<file path="src/rtl/memchk_pkg.sv">
// Shared types and defaults for the store-stream checker (mem_write_checker).
package memchk_pkg;

  typedef enum logic [1:0] {
    IDLE = 2'd0,
    RUN  = 2'd1,
    PASS = 2'd2,
    FAIL = 2'd3
  } state_t;

  typedef enum logic {
    MISMATCH = 1'b0,
    TIMEOUT  = 1'b1
  } fail_cause_t;

  localparam int unsigned DEF_IGNORE_ADDR = 32'd96;

  // Number of set bits; callers zero-extend narrower masks.
  function automatic int unsigned popcount(input logic [63:0] v);
    int unsigned n;
    n = 32'd0;
    for (int i = 0; i < 64; i++) begin
      n = n + {31'd0, v[i]};
    end
    return n;
  endfunction

endpackage

</file>
<file path="src/rtl/memchk_timer.sv">
// Saturating cycle counter; expired is high once the count reaches LIMIT-1.
module memchk_timer
  import memchk_pkg::*;
#(
  parameter int unsigned LIMIT = 1000000
) (
  input  logic clk,
  input  logic reset,
  input  logic clr,
  input  logic en,
  output logic expired
);

  localparam int W = (LIMIT > 1) ? $clog2(LIMIT) : 1;
  localparam logic [W-1:0] LAST = W'(LIMIT - 1);

  logic [W-1:0] cnt_r;

  // count enabled cycles, holding at LAST
  always_ff @(posedge clk or negedge reset) begin
    if (!reset) begin
      cnt_r <= '0;
    end else if (clr) begin
      cnt_r <= '0;
    end else if (en && (cnt_r != LAST)) begin
      cnt_r <= cnt_r + W'(1);
    end else begin
      cnt_r <= cnt_r;
    end
  end

  assign expired = (cnt_r == LAST);

endmodule

</file>
<file path="config.mk">
export PLATFORM = sky130hd
export DESIGN_NAME = memchk_timer
export DESIGN_NICKNAME = d
export VERILOG_FILES = /design/src/rtl/memchk_pkg.sv /design/src/rtl/memchk_timer.sv
export SDC_FILE = /design/constraint.sdc
export NUM_CORES = 1
export LEC_CHECK = 0
export CAP_MARGIN = 20
export CORE_ASPECT_RATIO = 1.2
export CORE_MARGIN = 1
export CORE_UTILIZATION = 50
export CTS_CLUSTER_SIZE = 12
export DETAILED_ROUTE_END_ITERATION = 8
export DONT_BUFFER_PORTS = 1
export GPL_ROUTABILITY_DRIVEN = 0
export PLACE_DENSITY_LB_ADDON = 0.1
export SLEW_MARGIN = 10
export SYNTH_ARGS = -nofsm -noshare
export SYNTH_HDL_FRONTEND = slang
export SYNTH_SLANG_ARGS = --single-unit
</file>
<file path="constraint.sdc">
create_clock -name clk -period 1.6 [get_ports clk]
set_input_delay 0.32 -clock clk [delete_from_list [all_inputs] [get_ports clk]]
set_output_delay 0.32 -clock clk [all_outputs]
set_load 0.05 [all_outputs]
</file>
==> metrics.yaml <==
finish:
  mostFrequentLayoutCells: "sky130_fd_sc_hd__buf_4, sky130_fd_sc_hd__dfrtp_1, sky130_fd_sc_hd__nor2_1"
  area_growth_pct: 37.9
  num_antenna_cells: 0
  finalCoreUtilization_pct: 74.9
  largest_register: "cnt_r"
  drive_above_1_share_pct: 43.9
  n_fill_cell: 164
  largestRegisters: "cnt_r x20"
  fin_nets: 154
  final_common_cell: "sky130_fd_sc_hd__buf_4"
  largest_register_ff_count: 20
  post_layout_nonfiller_instances: 178
synthesis:
  syn_nets: 119
  post_synth_instance_area_sq_um: 1150
  synthArstFlopShare_pct: 100
  number_of_enable_type_register_cells_in_the_synthesized_netlist: 0
  ys.flop_type: "sky130_fd_sc_hd__dfrtp_1"
  post_synth_inst_count: 114
  yosysSeqAreaShare_pct: 43.5
  postSynthRegisterBits: 20
  yosysUniqueCellTypes: 34
  syn-mean-instance-area_sq_um: 10.1
  yosysWarnings: 0
flow_run:
  cap_violations: 0
setup_path:
  path_max_fanout: 12
  reg2reg_from: "cnt_r[9]"
  critical_path_required_ns: 1.84
  worstRegToRegCells: 7
  cp_arrival_ns: 2.09
  setup.worst_path.start_class: "register"
  critical_path.cell_chain: "and4bb_2 -> nand4_4 -> buf_4 -> o21ai_4 -> buf_12 -> or4_1 -> a21oi_1"
  crit_path_max_delay_family: "simple AND/OR/NAND/NOR gates"
  critical_path.max_stage_delay_ns: 0.50
  critical_path.endpoint_type: "register"
  cp_num_buf_inv: 2
  timing.rr.end: "cnt_r[15]"
  crit_path_top_delay_cell: "sky130_fd_sc_hd__or4_1"
  worstSetupPathType: "register to register"
  reg2reg_slack_ns: -0.25
sta:
  slew_headroom_pct: 36.3
  layout_setup_ws_ns: -0.248
  final.period_utilization_pct: 116
  rsz0062_at_grt: "yes"
  setup_failing_eps_final: 14
  timing.fmax_ghz: 0.541
  report.final.hold_viol_count: 0
  final.setup_skew_ns: 0.0119
  layout_min_cycle_time_ns: 1.85
  tightestPinTransition_ns: 0.952
  drv_slew: 0
clock_network:
  tritoncts_num_sinks: 20
  cts_max_path_buffers: 2
  path_clk_slew_ns: 0.13
  clk-insertion-delay-late_ns: 0.32
  cts_made_buffers: 3
  cts_tree: "yes"
  cts-root-buf: "sky130_fd_sc_hd__clkbuf_4"
  cts_max_level: 1
worst_hold_path:
  hold_path_end: "cnt_r[14]"
  holdCritStartpoint: "clr"
  timing.hold.worst.class: "input port to register"
  hold_depth: 1
power_and_ir_drop:
  power-per-cell-area_nw_per_um2: 628
  worst_ir_drop_on_vdd_uv: 881
  leakage_nw: 0.674
routing:
  drt_first_pass_iters: 4
  num_vias: 993
  drc_errors: 0
  detail_route.iter0.violations: 21
  route.detailed.vias_per_inst: 5.58
  routed_wl_um: 2760
  drt.antenna.violating_nets: 0
  routed_wire_per_std_cell_um: 15.5
placed_design:
  post-place-cells: 169
  pre_cts_ws_ns: -0.188
  input_output_buffers: 0
  dp.final_hpwl_um: 1810
global_routing:
  largest_net_degree_at_the_start_of_global_routing: 22
  globalRouteTotalUtil_pct: 23.7
  antenna_found_initial: 0
  grt_pass1_wl_um: 4220
  grt.overflow.total: 0
  grt_pass1_vias: 978
die:
  placementRows: 18
  area_of_the_die_sq_um: 2500
  die_h_um: 54.5
  io_pins: 5
  initial_core_util_pct: 54.3
  die-width_um: 45.8
  core-area_sq_um: 2120
outcome:
  violated_checks: "setup timing"
  run_status: "finished, violations left"
-- routing by layer --
metal / part of all wire, % / vias up / wire, um / global-route usage, %
li1: - / 487 / - / -
met2: 54 / 11 / 1490 / 42.4
met1: 42 / 489 / 1160 / 28.8
met3: 2.4 / 6 / 66 / 2.31
met5: 0 / - / 0 / 0
met4: 1.6 / 0 / 44 / 9.80
-- stage by stage --
stage / setup TNS [ns] / hold WS (ns) / area, sq um / power (mW)
floorplan: -0.0721 / 0.0244 / 1160 / 0.556
global placement: -1.18 / 0.0249 / 1410 / 0.560
detailed placement: -1.36 / 0.0249 / 1410 / 0.562
CTS: -2.29 / 0.0425 / 1510 / 0.992
global route: -3.43 / 0.0225 / 1590 / 1.03
finish: -2.40 / 0.0433 / 1590 / 0.996
-- cells in the mapped netlist (4+ instances only) --
cell	n	area (sq um)
sky130_fd_sc_hd__nand2_1	5	18.8
sky130_fd_sc_hd__a21oi_1	6	30.0
sky130_fd_sc_hd__nor2_1	16	60.1
sky130_fd_sc_hd__and3_1	4	25.0
sky130_fd_sc_hd__xor2_1	8	70.1
sky130_fd_sc_hd__dfrtp_1	20	500
sky130_fd_sc_hd__nand3_1	9	45.0
sky130_fd_sc_hd__xnor2_1	4	35.0
-- final cells by class --
type	count	area (sq um)	area share [%]
clock buffers	3	22.5	1.42
clock inverters	1	30.0	1.89
multi-input cells	90	711	44.8
flip-flops and latches	20	502	31.6
well taps	30	37.5	2.37
repair buffers	34	283	17.8
-- timing repair --
action,4_1_cts,5_1_grt
buffers inserted,3,1
setup endpoints to repair,15,18
pin swaps,7,4
hold buffers,1,0
cloned,0,0
resized for setup,5,14
endpoints found under the hold margin,20,0
-- cell families after synthesis --
logic type	after synthesis	synth area share, %
simple gates	58	31.6
flops	20	43.5
xor+xnor	12	9.14
compound gates	17	10.0
mux	2	1.85
buf+inv	4	2.83
fa+ha+maj	1	1.09
-- report_power, final --
group | total [mW] | internal [mW] | switching [mW]
clock network | 0.425 | 0.253 | 0.171
logic | 0.0556 | 0.0270 | 0.0286
registers | 0.516 | 0.511 | 0.00521
-- how the worst max path moves through the flow --
| stage | from | end | slack (ns) | cells after the start |
|---|---|---|---|---|
| detailed placement | cnt_r[8] | cnt_r[11] | -0.19 | 5 |
| floorplan | cnt_r[12] | cnt_r[11] | -0.04 | 5 |
| finish | cnt_r[9] | cnt_r[15] | -0.25 | 7 |
| global route | cnt_r[15] | expired | -0.31 | 4 |
| CTS | cnt_r[15] | expired | -0.25 | 4 |
| global placement | cnt_r[8] | cnt_r[11] | -0.18 | 5 |
Note: power is estimated with default switching activity, not from simulation.
